--- config.mk ---
export PLATFORM = sky130hd
export DESIGN_NAME = load_store_queue
export DESIGN_NICKNAME = d
export VERILOG_FILES = /design/src/rtl/load_store_queue_pkg.sv /design/src/rtl/lsq_fifo.sv /design/src/rtl/load_store_queue.sv
export SDC_FILE = /design/constraint.sdc
export NUM_CORES = 1
export LEC_CHECK = 0
export ABC_AREA = 1
export CAP_MARGIN = 10
export CELL_PAD_IN_SITES_DETAIL_PLACEMENT = 1
export CELL_PAD_IN_SITES_GLOBAL_PLACEMENT = 1
export CORE_ASPECT_RATIO = 1.1
export CORE_UTILIZATION = 25
export CTS_CLUSTER_DIAMETER = 100
export DETAILED_ROUTE_END_ITERATION = 10
export PLACE_DENSITY = 0.51
export SETUP_SLACK_MARGIN = 0.3
export SLEW_MARGIN = 10
export SYNTH_ARGS = -nofsm -noshare
export SYNTH_HDL_FRONTEND = slang
export SYNTH_HIERARCHICAL = 1
export SYNTH_SLANG_ARGS = --single-unit
--- constraint.sdc ---
create_clock -name clk_i -period 4.55 [get_ports clk_i]
set_input_delay 0.91 -clock clk_i [delete_from_list [all_inputs] [get_ports clk_i]]
set_output_delay 0.91 -clock clk_i [all_outputs]
set_load 0.02 [all_outputs]
--- src/rtl/load_store_queue_pkg.sv ---
// Shared types and encodings for the load/store queue: funct3 sizes, FSM states
// and the queue entry layout.
package load_store_queue_pkg;

  localparam logic [2:0] LSQ_FUNCT3_B  = 3'b000;
  localparam logic [2:0] LSQ_FUNCT3_H  = 3'b001;
  localparam logic [2:0] LSQ_FUNCT3_W  = 3'b010;
  localparam logic [2:0] LSQ_FUNCT3_BU = 3'b100;
  localparam logic [2:0] LSQ_FUNCT3_HU = 3'b101;

  typedef enum logic [1:0] {
    LSQ_ST_IDLE = 2'd0,
    LSQ_ST_REQ  = 2'd1,
    LSQ_ST_RESP = 2'd2,
    LSQ_ST_WB   = 2'd3
  } lsq_state_t;

  typedef struct packed {
    logic        is_store;
    logic [2:0]  funct3;
    logic [4:0]  regd;
    logic [31:0] data;
    logic [31:0] addr;
  } lsq_entry_t;

  // funct3[1:0] carries the size for both signed and unsigned variants.
  function automatic logic is_misaligned(input logic [2:0] funct3, input logic [1:0] addr_lo);
    return ((funct3[1:0] == 2'b01) && addr_lo[0]) ||
           ((funct3[1:0] == 2'b10) && (addr_lo != 2'b00));
  endfunction

endpackage

--- src/rtl/lsq_fifo.sv ---
// Synchronous FIFO with occupancy count; the head entry is visible
// combinationally so the consumer can decode it before popping.
module lsq_fifo #(
  parameter int WIDTH = 8,
  parameter int DEPTH = 4,
  localparam int AW = $clog2(DEPTH)
) (
  input  logic             clk,
  input  logic             rst,
  input  logic             en,
  input  logic             push,
  input  logic             pop,
  input  logic [WIDTH-1:0] din,
  output logic [WIDTH-1:0] dout,
  output logic [AW:0]      count,
  output logic             full,
  output logic             empty
);

  logic [WIDTH-1:0] mem [DEPTH];
  logic [AW-1:0]    wr_ptr;
  logic [AW-1:0]    rd_ptr;
  logic             do_push;
  logic             do_pop;

  assign full    = (count == (AW+1)'(DEPTH));
  assign empty   = (count == '0);
  assign do_push = en & push & ~full;
  assign do_pop  = en & pop & ~empty;
  assign dout    = mem[rd_ptr];

  always_ff @(posedge clk) begin
    if (do_push) mem[wr_ptr] <= din;
  end

  // Pointers are log2(DEPTH) wide, so wrap-around is free for power-of-two depths.
  always_ff @(posedge clk or posedge rst) begin
    if (rst) begin
      wr_ptr <= '0;
      rd_ptr <= '0;
      count  <= '0;
    end else begin
      if (do_push) wr_ptr <= wr_ptr + AW'(1);
      if (do_pop)  rd_ptr <= rd_ptr + AW'(1);
      case ({do_push, do_pop})
        2'b10:   count <= count + (AW+1)'(1);
        2'b01:   count <= count - (AW+1)'(1);
        default: count <= count;
      endcase
    end
  end

endmodule

--- src/rtl/load_store_queue.sv ---
// Unified in-order load/store queue: issues one memory access at a time,
// formats load data for write-back and reports misaligned accesses.
module load_store_queue
  import load_store_queue_pkg::*;
#(
  parameter int C_XLEN  = 32,
  parameter int C_DEPTH = 4
) (
  input  logic              clk_i,
  input  logic              reset_i,
  input  logic              clk_en_i,
  input  logic              exs_lq_wr_i,
  input  logic              exs_sq_wr_i,
  input  logic [2:0]        exs_funct3_i,
  input  logic [4:0]        exs_regd_addr_i,
  input  logic [C_XLEN-1:0] exs_regs2_data_i,
  input  logic [C_XLEN-1:0] exs_addr_i,
  output logic              exs_full_o,
  output logic              empty_o,
  output logic              dmem_req_o,
  output logic              dmem_we_o,
  output logic [C_XLEN-1:0] dmem_addr_o,
  output logic [3:0]        dmem_be_o,
  output logic [C_XLEN-1:0] dmem_wdata_o,
  input  logic              dmem_gnt_i,
  input  logic              dmem_rvalid_i,
  input  logic [C_XLEN-1:0] dmem_rdata_i,
  output logic              wb_regd_wr_o,
  output logic [4:0]        wb_regd_addr_o,
  output logic [C_XLEN-1:0] wb_regd_data_o,
  input  logic              wb_ready_i,
  output logic              hvec_lmaif_o,
  output logic              hvec_smaif_o
);

  localparam int CW = $clog2(C_DEPTH) + 1;

  lsq_entry_t        entry_in;
  lsq_entry_t        head;
  logic [CW-1:0]     count;
  logic              fifo_full;
  logic              fifo_empty;
  logic              pop;
  lsq_state_t        state_q;
  lsq_state_t        state_n;
  logic              req;
  logic              wb_wr;
  logic              load_capture;
  logic [3:0]        be;
  logic [C_XLEN-1:0] wdata;
  logic [C_XLEN-1:0] lane;
  logic [C_XLEN-1:0] load_fmt;
  logic [C_XLEN-1:0] wb_data_q;

  assign entry_in = '{is_store: exs_sq_wr_i, funct3: exs_funct3_i, regd: exs_regd_addr_i,
                      data: exs_regs2_data_i, addr: exs_addr_i};

  lsq_fifo #(.WIDTH($bits(lsq_entry_t)), .DEPTH(C_DEPTH)) u_fifo (
    .clk   (clk_i),
    .rst   (reset_i),
    .en    (clk_en_i),
    .push  (exs_lq_wr_i | exs_sq_wr_i),
    .pop   (pop),
    .din   (entry_in),
    .dout  (head),
    .count (count),
    .full  (fifo_full),
    .empty (fifo_empty)
  );

  assign exs_full_o = fifo_full;
  assign empty_o    = fifo_empty & (state_q == LSQ_ST_IDLE);

  always_ff @(posedge clk_i or posedge reset_i) begin
    if (reset_i)       state_q <= LSQ_ST_IDLE;
    else if (clk_en_i) state_q <= state_n;
  end

  always_comb begin
    state_n      = state_q;
    pop          = 1'b0;
    req          = 1'b0;
    wb_wr        = 1'b0;
    load_capture = 1'b0;
    hvec_lmaif_o = 1'b0;
    hvec_smaif_o = 1'b0;
    case (state_q)
      LSQ_ST_IDLE: begin
        if (count != '0) begin
          if (is_misaligned(head.funct3, head.addr[1:0])) begin
            pop          = 1'b1;
            hvec_smaif_o = head.is_store;
            hvec_lmaif_o = ~head.is_store;
          end else begin
            state_n = LSQ_ST_REQ;
          end
        end
      end
      LSQ_ST_REQ: begin
        req = 1'b1;
        if (dmem_gnt_i) begin
          pop     = head.is_store;
          state_n = head.is_store ? LSQ_ST_IDLE : LSQ_ST_RESP;
        end
      end
      LSQ_ST_RESP: begin
        if (dmem_rvalid_i) begin
          load_capture = 1'b1;
          state_n      = LSQ_ST_WB;
        end
      end
      LSQ_ST_WB: begin
        wb_wr = 1'b1;
        if (wb_ready_i) begin
          pop     = 1'b1;
          state_n = LSQ_ST_IDLE;
        end
      end
      default: state_n = LSQ_ST_IDLE;
    endcase
  end

  always_comb begin
    case (head.funct3[1:0])
      2'b00:   be = 4'b0001 << head.addr[1:0];
      2'b01:   be = 4'b0011 << head.addr[1:0];
      default: be = 4'b1111;
    endcase
  end

  always_comb begin
    case (head.funct3[1:0])
      2'b00:   wdata = {4{head.data[7:0]}};
      2'b01:   wdata = {2{head.data[15:0]}};
      default: wdata = head.data;
    endcase
  end

  // The head entry stays in the queue until write-back, so its offset is still valid here.
  assign lane = dmem_rdata_i >> {head.addr[1:0], 3'b000};

  always_comb begin
    case (head.funct3)
      LSQ_FUNCT3_B:  load_fmt = {{24{lane[7]}}, lane[7:0]};
      LSQ_FUNCT3_H:  load_fmt = {{16{lane[15]}}, lane[15:0]};
      LSQ_FUNCT3_BU: load_fmt = {24'b0, lane[7:0]};
      LSQ_FUNCT3_HU: load_fmt = {16'b0, lane[15:0]};
      default:       load_fmt = lane;
    endcase
  end

  always_ff @(posedge clk_i or posedge reset_i) begin
    if (reset_i)                       wb_data_q <= '0;
    else if (clk_en_i && load_capture) wb_data_q <= load_fmt;
  end

  // Outputs are forced to zero outside their active state so stale head contents never leak.
  assign dmem_req_o     = req;
  assign dmem_we_o      = req & head.is_store;
  assign dmem_addr_o    = req ? {head.addr[C_XLEN-1:2], 2'b00} : '0;
  assign dmem_be_o      = req ? be : 4'b0000;
  assign dmem_wdata_o   = (req & head.is_store) ? wdata : '0;
  assign wb_regd_wr_o   = wb_wr;
  assign wb_regd_addr_o = wb_wr ? head.regd : 5'd0;
  assign wb_regd_data_o = wb_wr ? wb_data_q : '0;

endmodule
# == Word-level counts from Yosys, hierarchy flattened ==
# Memories as Yosys holds them, arrays and structs flattened.
# Index checks and enable logic that the tools add are counted.
# totals
n_memories,1
wordCells,84
mem_bits_rw,292
regBits,41
# mem_list
name,words,word_bits,rd,rd_ports_with_merged_regs,wr,line,source
u_fifo.mem,4,73,1,0,1,lsq_fifo.sv:20,logic [WIDTH-1:0] mem [DEPTH];
# classes
n_shift,3
n_bitwise,10
reduce_logical,12
eq_ne,16
n_mux,33
addsub,4
# ops
cell,count
$pmux 32 s4,1
$mux 32,3
$pmux 32 s2,1
$shr 32x5->32,1
$mux 1,16
$mux 2,6
$eq 3x3->1 const B,3
$eq 2x2->1 const B,4
$ne 2x2->1 const B,4
$pmux 2 s4,1
$pmux 4 s2,1
$and 1x1->1,6
$eq 2x1->1 const B,3
$logic_not 3->1,2
$pmux 3 s2,1
$reduce_and 6->1,1
$mux 5,1
$add 2x1->2 const B,2
$logic_not 2->1,2
$mux 4,1
$reduce_bool 2->1,2
$shl 1x2->4 const A,1
$shl 2x2->4 const A,1
$add 3x1->3 const B,1
9 further kinds,13

# == Depth between registers and ports, before layout ==
# Gate-level depths: netlist of run 1.
# An unclocked memory read counts as a cell.
# logic_depth
depth_word,11
ltp_mapped,25
ltp_nobuf,22

# == Hierarchy ==
# The synthesis of run 1 kept the hierarchy.
# modules_own_cells
mod,area_each_um2,cells_each,instances,seq_area_each_um2
lsq_fifo,12127.9,917,1,8943.6
load_store_queue,3181.8,558,1,850.8

# == Least setup slack after synthesis of run 1 ==
# OpenSTA, ideal clock, no wires.
# synth_timing
path_kind,input port to flip-flop
start,input exs_sq_wr_i
end,"memory u_fifo/mem[0][0] (netlist bit), enable pin"
arrival_time_ns,4.314
required_time_ns,4.045
n_path_buf,0
cell_stages,5
path_slack_ns,-0.269
path_cell_list,or2_2 nand2_1 inv_1 nand2_1 nor2_1
# synth_between
elab_chain_len,5
# synth_lines
element,line,source
from (decl),load_store_queue.sv:13,"input logic exs_sq_wr_i,"
$or 1x1->1,load_store_queue.sv:62,".push (exs_lq_wr_i | exs_sq_wr_i),"
$and 1x1->1 (2 in a row),lsq_fifo.sv:28,assign do_push = en & push & ~full;
$mux 1,lsq_fifo.sv:33,if (do_push) mem[wr_ptr] <= din;
$mux 1 (implied by the code),lsq_fifo.sv:33,
to (decl),lsq_fifo.sv:20,
# No other way between the ends.

==> results of run 1 <==
==> flip-flops by register name, summed over array words and instances (netlist names), named ones only <==
name	cells
wb_data_q	32
u_fifo/mem	292
u_fifo/rd_ptr	2
u_fifo/wr_ptr	2
state_q	1
u_fifo/count	3
==> worst max-delay path: cells and delay by family, from the launching register on <==
kind | cells | cell delay (ns)
DFF | 1 | 0.50
AOI/OAI and AO/OA | 3 | 0.35
buffers and inverters | 5 | 1.50
and+or+nand+nor | 3 | 0.36
==> Yosys cell counts <==
master	instances	area share [%]
a21oi_1	21	0.69
a22oi_1	1	0.049
a31oi_1	8	0.33
buf_1	2	0.049
buf_2	34	1.1
buf_4	6	0.29
buf_6	35	2.6
clkbuf_1	5	0.12
conb_1	1	0.024
dfrtp_1	41	6.7
edfxtp_1	292	57
fa_1	1	0.13
ha_1	5	0.41
inv_1	267	6.5
inv_2	6	0.15
nand2_1	356	8.7
nand2_2	3	0.12
nand2_4	1	0.074
nand3_1	56	1.8
nand3_2	2	0.13
nand3b_1	2	0.098
nand4_1	1	0.041
nand4_4	1	0.14
nor2_1	142	3.5
nor2_8	1	0.13
nor3_1	2	0.065
nor3b_1	1	0.049
o211ai_1	153	7.5
o21ai_0	18	0.59
o21ai_1	1	0.033
o221ai_1	7	0.40
o22ai_1	1	0.041
or2_2	1	0.041
xnor2_1	1	0.057
==> repair_timing <==
action / CTS / global route
gates cloned: 0 / 3
resized for setup: 2 / 7
endpoints found under the setup margin: 10 / 24
pin swaps: 0 / 0
==> where the power goes <==
| part | internal, mW | total [mW] | switching (mW) |
|---|---|---|---|
| Clock | 1.94 | 3.22 | 1.28 |
| Sequential | 3.94 | 4.14 | 0.200 |
| Combinational | 1.83 | 5.49 | 3.67 |
==> routing by layer <==
layer  track usage, %  part of all wire [%]
met3             3.70                   5.0
met5                0                  0.22
met2             24.7                    48
met4             4.32                   2.4
met1             17.8                    44
==> cell type report <==
type	count	area [µm²]	share of cell area, %
Inverter	273	1050	5.35
Clock inverter	20	158	0.803
Sequential cell	333	9800	49.9
Clock buffer	56	1190	6.04
Multi-Input combinational cell	788	3900	19.8
Timing Repair Buffer	244	2510	12.8
Timing Repair inverter	2	17.5	0.0892
Antenna cell	1	2.50	0.0127
Tap cell	816	1020	5.20
==> how the worst max path moves through the flow <==
stage                                             from                          to  slack, ns  depth (start not counted)
final                     u_fifo/rd_ptr[0]$_DFFE_PP0P_                dmem_be_o[1]       0.38                         11
after detailed placement  u_fifo/rd_ptr[0]$_DFFE_PP0P_            dmem_wdata_o[25]       0.85                          8
after floorplan                            exs_sq_wr_i  u_fifo/mem[0][0]$_DFFE_PP_      -0.27                          5
after CTS                 u_fifo/rd_ptr[0]$_DFFE_PP0P_            dmem_wdata_o[25]       0.32                         10
after global placement    u_fifo/rd_ptr[0]$_DFFE_PP0P_            dmem_wdata_o[12]       0.91                          7
after global routing      u_fifo/rd_ptr[0]$_DFFE_PP0P_                dmem_be_o[1]       0.22                         11
==> per-stage QoR <==
step,power [mW],utilization (%),hold WS [ns],setup slack [ns]
floorplan,7.77,-,0.451,-0.269
CTS,13.0,32.5,0.507,0.321
global route,13.7,32.6,0.525,0.221
detailed placement,9.70,30.2,0.489,0.848
global placement,9.64,30.2,0.485,0.910
finish,12.9,32.6,0.498,0.378
==> logic make-up after synthesis <==
family                   synth area share (%)
AND/OR/NAND/NOR                          14.9
XOR/XNOR                               0.0572
AO/OA/AOI/OAI                            9.63
buffers and inverters                    10.8
other                                  0.0245
adder cells (fa/ha/maj)                 0.539
flip-flops                               64.0
==> summary.md, run 1 <==
| Metric | Value |
|---|---|
| Buffers added on ports | 221 |
| Most frequent cells in the layout | 355 x nand2_1, 292 x edfxtp_1, 266 x inv_1, 219 x clkdlybuf4s50_1, 153 x o211ai_1 |
| Slowest CP cell | clkdlybuf4s50_1 |
| Clock-pin slew on the worst setup and hold paths | 0.06 ns |
| Final period util | 91.7% |
| Drt first pass iters | 4 |
| Initial core utilization | 25.4% |
| # IOs | 224 |
| Chip height | 262 µm |
| Synth unique cells | 34 |
| Crit path time final | 4.17 ns |
| R2R depth | 22 |
| CP peak stage delay | 0.69 ns |
| Syn. warnings | 6 |
| Chip Width | 238 µm |
| Total GRT Usage | 14.4% |
| Final Wtd Congestion | 0.781 |
| Post-Route WL | between 40 and 50 mm |
| Lkg Pwr | 8.04 nW |
| Clock Skews | ~0.013 ns |
| Hold_buf cts | 0 |
| Placed Cells | 2453 |
| H-tree depth | 2 |
| Crit start category | flop |
| Layout cells sized above 1 | 6.18% |
| Via count | 10900 |
| FF-to-FF End | u_fifo/count[2]$_DFFE_PP0P_ |
| Largest net degree at the start of global routing | 157 |
| Drt drc | 0 |
| Layout Cell Area excl Fill | 19600 µm² |
| CTS tree | done |
| Dpl hpwl | 29.0 mm |
| Area Growth Syn to Fin | 28.3% |
| Critical path required time | ~3.6 ns |
| Root Buffer Master | clkbuf_16 |
| Min-Delay Path Class | flop to flop |
| Longest Clk Path Bufs | 3 |
| Syn_area_per_cell | 10.4 µm² |
| Worst Path Max Fanout | 23 |
| Actual slew at the worst max-slew pin | 1.05 ns |
| Register area share after synthesis | 64.0% |
| MaxCap Viol Count | 0 |
| Num CTS Buffers | 41 |
| Hold Startpoint | wb_data_q[26]$_DFFE_PP0P_ |
| Most common cell after layout, fill and taps aside | nand2_1 |
| Worst r2r src | u_fifo/rd_ptr[1]$_DFFE_PP0P_ |
| Crit. End Element | primary output |
| Drt initial violations | 486 |
| Reg2Reg Setup Slack | between 1 and 1.5 ns |
| Worst skew pair latency | 0.56 ns |
| Fillcell total | 6796 |
| # clock sinks | 333 |
| NumNets Final | 1801 |
| Final Hold Vio Count | 0 |
| Slew HR | 30.0% |
| Cell Count, Final, Fillers Out | 2533 |
| VDD IR max | 0.284 mV |
| Total gr overflow | 0 |
| Total die area | 62200 µm² |
| Final setup fails | 0 |
| Rows | 94 |
| PwrDens | 654 nW/µm² |
| Setup Fix Bufs, Post-CTS | 0 |
| DRT antenna net count | 0 |
| Core Area | 60200 µm² |
| Post-Syn Area | ~15000 µm² |
| Yosys reg bits | 333 |
| Syn Inst Count | ~1500 |
| Global-route wire length before repair | 67.6 mm |
| Sum of negative setup slack | 0 ns |
| CP arrival | 3.26 ns |
| Fmax | about 240 MHz |
| Routed vias/inst | 4.29 |
| Initial antenna violation count | 9 |
| Placed cell areas | 18200 µm² |
| Vias in the first global route | 11300 |
| Drt wl/cell | 17.9 µm |
| Status | finished clean |
| Crit path cell chain | bufinv_16 -> nand2_1 -> o211ai_1 -> nand2_1 -> buf_4 -> inv_2 -> nand2_2 -> inv_1 -> o21ai_0 -> a21oi_1 -> clkdlybuf4s50_1 |
| WHS Endpoint | wb_data_q[26]$_DFFE_PP0P_ |
| CP most frequent cell | nand2_1 |
| Max Slew Vio Count | 0 |
| Hold Crit Depth | 2 |
| WS Path Type | flop to primary output |
| Unrepaired setup endpoints after global routing | yes |
Note: power is estimated with default switching activity, not from simulation.
==> run 2: changes to the inputs <==
PLACE_DENSITY = 0.49   (was 0.51)
clock period = 4.82 ns   (was 4.55 ns; I/O delays follow)
==> summary.md, run 2 (synthesis results as in run 1) <==
| Metric | Value |
|---|---|
| Gate power share | 42.9% (+0.2 points) |
| Dpl ws | 0.613 ns (-0.235 ns) |
| Setup crit start | u_fifo/rd_ptr[0]$_DFFE_PP0P_ |
| Largest Register | u_fifo/mem |
| Vias in the first global route | 11400 (+1.2%) |
| # clock sinks | 333 (unchanged) |
| Dpl hpwl | 29.6 mm (+2.3%) |
| Final setup fails | 0 (unchanged) |
| CTS tree | done |
| CP most frequent cell | nand2_1 |
| Total GRT Usage | 14.6% (+0.24 points) |
| Worst Path Buf+Inv | 5 (unchanged) |
| Net Sw Power | 4.82 mW (-6.3%) |
| Core Area | 60200 µm² (unchanged) |
| Most common cell after layout, fill and taps aside | nand2_1 |
| Clock-pin slew on the worst setup and hold paths | 0.06 ns (about the same) |
| Lkg Pwr | 7.97 nW (-0.92%) |
| Max Slew Vio Count | 0 (unchanged) |
| Placed cell areas | 18200 µm² (-0.30%) |
| Largest net degree at the start of global routing | 89 (-43%) |
| Num CTS Buffers | 40 (-2.4%) |
| Clock power frac | 24.5% (-0.5 points) |
| Global-route wire length before repair | 68.5 mm (+1.3%) |
| Max FFs per register | 292 (unchanged) |
| Layout Cell Area excl Fill | 19500 µm² (-0.68%) |
| Area Growth Syn to Fin | 27.4% |
| Root Buffer Master | clkbuf_16 |
| Chip Width | 238 µm (unchanged) |
| Worst Path Max Fanout | 68 (+200%) |
| Buffers added on ports | 221 (unchanged) |
| Family with the most delay on the worst path | buffers and inverters |
| Crit path time final | 4.43 ns |
| VDD IR max | 0.291 mV (+2.4%) |
| Critical path required time | 3.86 ns (+0.22 ns) |
| CP peak stage delay | 0.67 ns (-0.02 ns) |
| PwrDens | 615 nW/µm² (-5.9%) |
| Actual slew at the worst max-slew pin | 0.992 ns (-0.0542 ns) |
| Most frequent cells in the layout | 355 x nand2_1, 292 x edfxtp_1, 265 x inv_1, 219 x clkdlybuf4s50_1, 153 x o211ai_1 |
| NumNets Final | 1793 (-0.44%) |
| Drt drc | 0 (unchanged) |
| Via count | 10900 (-0.028%) |
| Reg2Reg Setup Slack | 1.50 ns (+0.10 ns) |
| Worst r2r src | u_fifo/rd_ptr[1]$_DFFE_PP0P_ |
| Fmax | approximately 230 MHz |
| Final Hold Vio Count | 0 (unchanged) |
| Hold_buf cts | 0 (unchanged) |
| Post-Route WL | 45.3 mm (-0.24%) |
| Status | finished clean |
| Setup Fix Bufs, Post-CTS | 0 (unchanged) |
| Initial core utilization | 25.4% (unchanged) |
| Setup ws final | 0.387 ns (+0.00908 ns) |
| Layout cells sized above 1 | 5.58% (-0.60 points) |
| Routed vias/inst | 4.31 (+0.37%) |
| Chip height | 262 µm (unchanged) |
| Longest Clk Path Bufs | 3 (unchanged) |
| # IOs | 224 (unchanged) |
| CP arrival | 3.47 ns (+0.21 ns) |
| Total gr overflow | 0 (unchanged) |
| MaxCap Viol Count | 0 (unchanged) |
| Initial antenna violation count | 10 (+1) |
| Clock Skews | 0.0166 ns (+0.00360 ns) |
| Drt wl/cell | 18.0 µm (+0.16%) |
| Hold Startpoint | wb_data_q[26]$_DFFE_PP0P_ |
| Regs by FF count | u_fifo/mem x292, wb_data_q x32, u_fifo/count x3 |
| Drt first pass iters | 4 (unchanged) |
| Slew HR | 33.7% (+3.6 points) |
| DRT antenna net count | 0 (unchanged) |
| Rows | 94 (unchanged) |
| Sequential share of power | 32.6% (+0.4 points) |
| Crit start category | flop |
| Final period util | 92.0% |
| Drt initial violations | 544 (+12%) |
| Pwr Total | 12.0 mW (-6.6%) |
| Slowest CP cell | clkdlybuf4s50_1 |
| Int Power | 7.19 mW (-6.8%) |
| Crit. End Element | primary output |
| Final Wtd Congestion | 0.800 (+2.5%) |
| WS Path Type | flop to primary output |
| Unrepaired setup endpoints after global routing | yes |
| Min-Delay Path Class | flop to flop |
| Switching Share | 40.1% (+0.13 points) |
| Total die area | 62200 µm² (unchanged) |
| Worst skew pair latency | 0.56 ns (about the same) |
| Crit path cell chain | bufinv_16 -> nand2_1 -> o211ai_1 -> nand2_1 -> buf_4 -> inv_6 -> nand2_2 -> inv_1 -> nand3_1 -> a21oi_1 -> clkdlybuf4s50_1 |
| H-tree depth | 2 (unchanged) |
==> run 2: cell count changes in the layout (fill, tap and decap cells not counted), moves of 2 or more <==
| cell | before | now |
|---|---|---|
| diode_2 | 1 | 3 |
| bufinv_16 | 3 | 5 |
| buf_4 | 13 | 7 |
| clkbuf_8 | 4 | 1 |
| clkinv_4 | 3 | 1 |
| clkinv_2 | 2 | 5 |
| clkbuf_16 | 45 | 41 |
==> run 2: power by group through the flow <==
stage          registers (mW)  logic (mW)  clock network (mW)
3_5_place_dp             3.98        5.21                   0
3_3_place_gp             3.96        5.17                   0
4_1_cts                  3.92        5.28                3.06
6_report                 3.91        5.16                2.94
2_1_floorplan            3.94        3.40                   0
5_1_grt                  3.97        5.73                3.16
==> run 2: layer usage <==
metal	GRT usage (%)	share of wire, %
met1	17.4	43
met2	26.0	50
met5	0	0.20
met4	5.00	2.7
met3	3.37	4.5
==> run 2: repair_timing <==
action	CTS	global route
setup endpoints to repair	21	24
resized for setup	8	9
hold endpoints to repair	0	0
==> run 2: final cells by class <==
| cell class | instances | area [µm²] |
|---|---|---|
| Antenna cell | 3 | 7.51 |
| Clock buffer | 48 | 1050 |
| Clock inverter | 23 | 220 |
| Fill cell | 6849 | 40700 |
| Inverter | 273 | 1060 |
| Multi-Input combinational cell | 788 | 3900 |
| Sequential cell | 333 | 9800 |
| Tap cell | 816 | 1020 |
| Timing Repair Buffer | 239 | 2460 |
==> run 2: final timing paths <==
check / end / depth (start not counted)
max: dmem_be_o[2] / 11
min: wb_data_q[26]$_DFFE_PP0P_ / 2
max reg2reg: u_fifo/count[2]$_DFFE_PP0P_ / 21
min reg2reg: wb_data_q[26]$_DFFE_PP0P_ / 2
max in group asynchronous: wb_data_q[9]$_DFFE_PP0P_ / 3
min in group asynchronous: u_fifo/rd_ptr[1]$_DFFE_PP0P_ / 2
==> run 2: metrics by stage <==
stage	cells	hold slack (ns)	setup TNS (ns)	utilization (%)
after floorplan	1476	0.451	-15.41	-
after global placement	2449	0.488	0	30.1
after detailed placement	2449	0.495	0	30.1
after CTS	2520	0.511	0	32.3
after global routing	2523	0.537	0	32.4
final	2523	0.508	0	32.4
==> run 2: worst min-delay path, cell delays in order (launching register included) <==
cell and delay (ns):
dfrtp_1 0.36, o21ai_1 0.07, inv_1 0.05
==> run 3: changes to the inputs <==
CAP_MARGIN = not set   (was 10)
==> results of run 3 <==
Same layout as run 2: the final DEF is identical, and so are final timing and power.
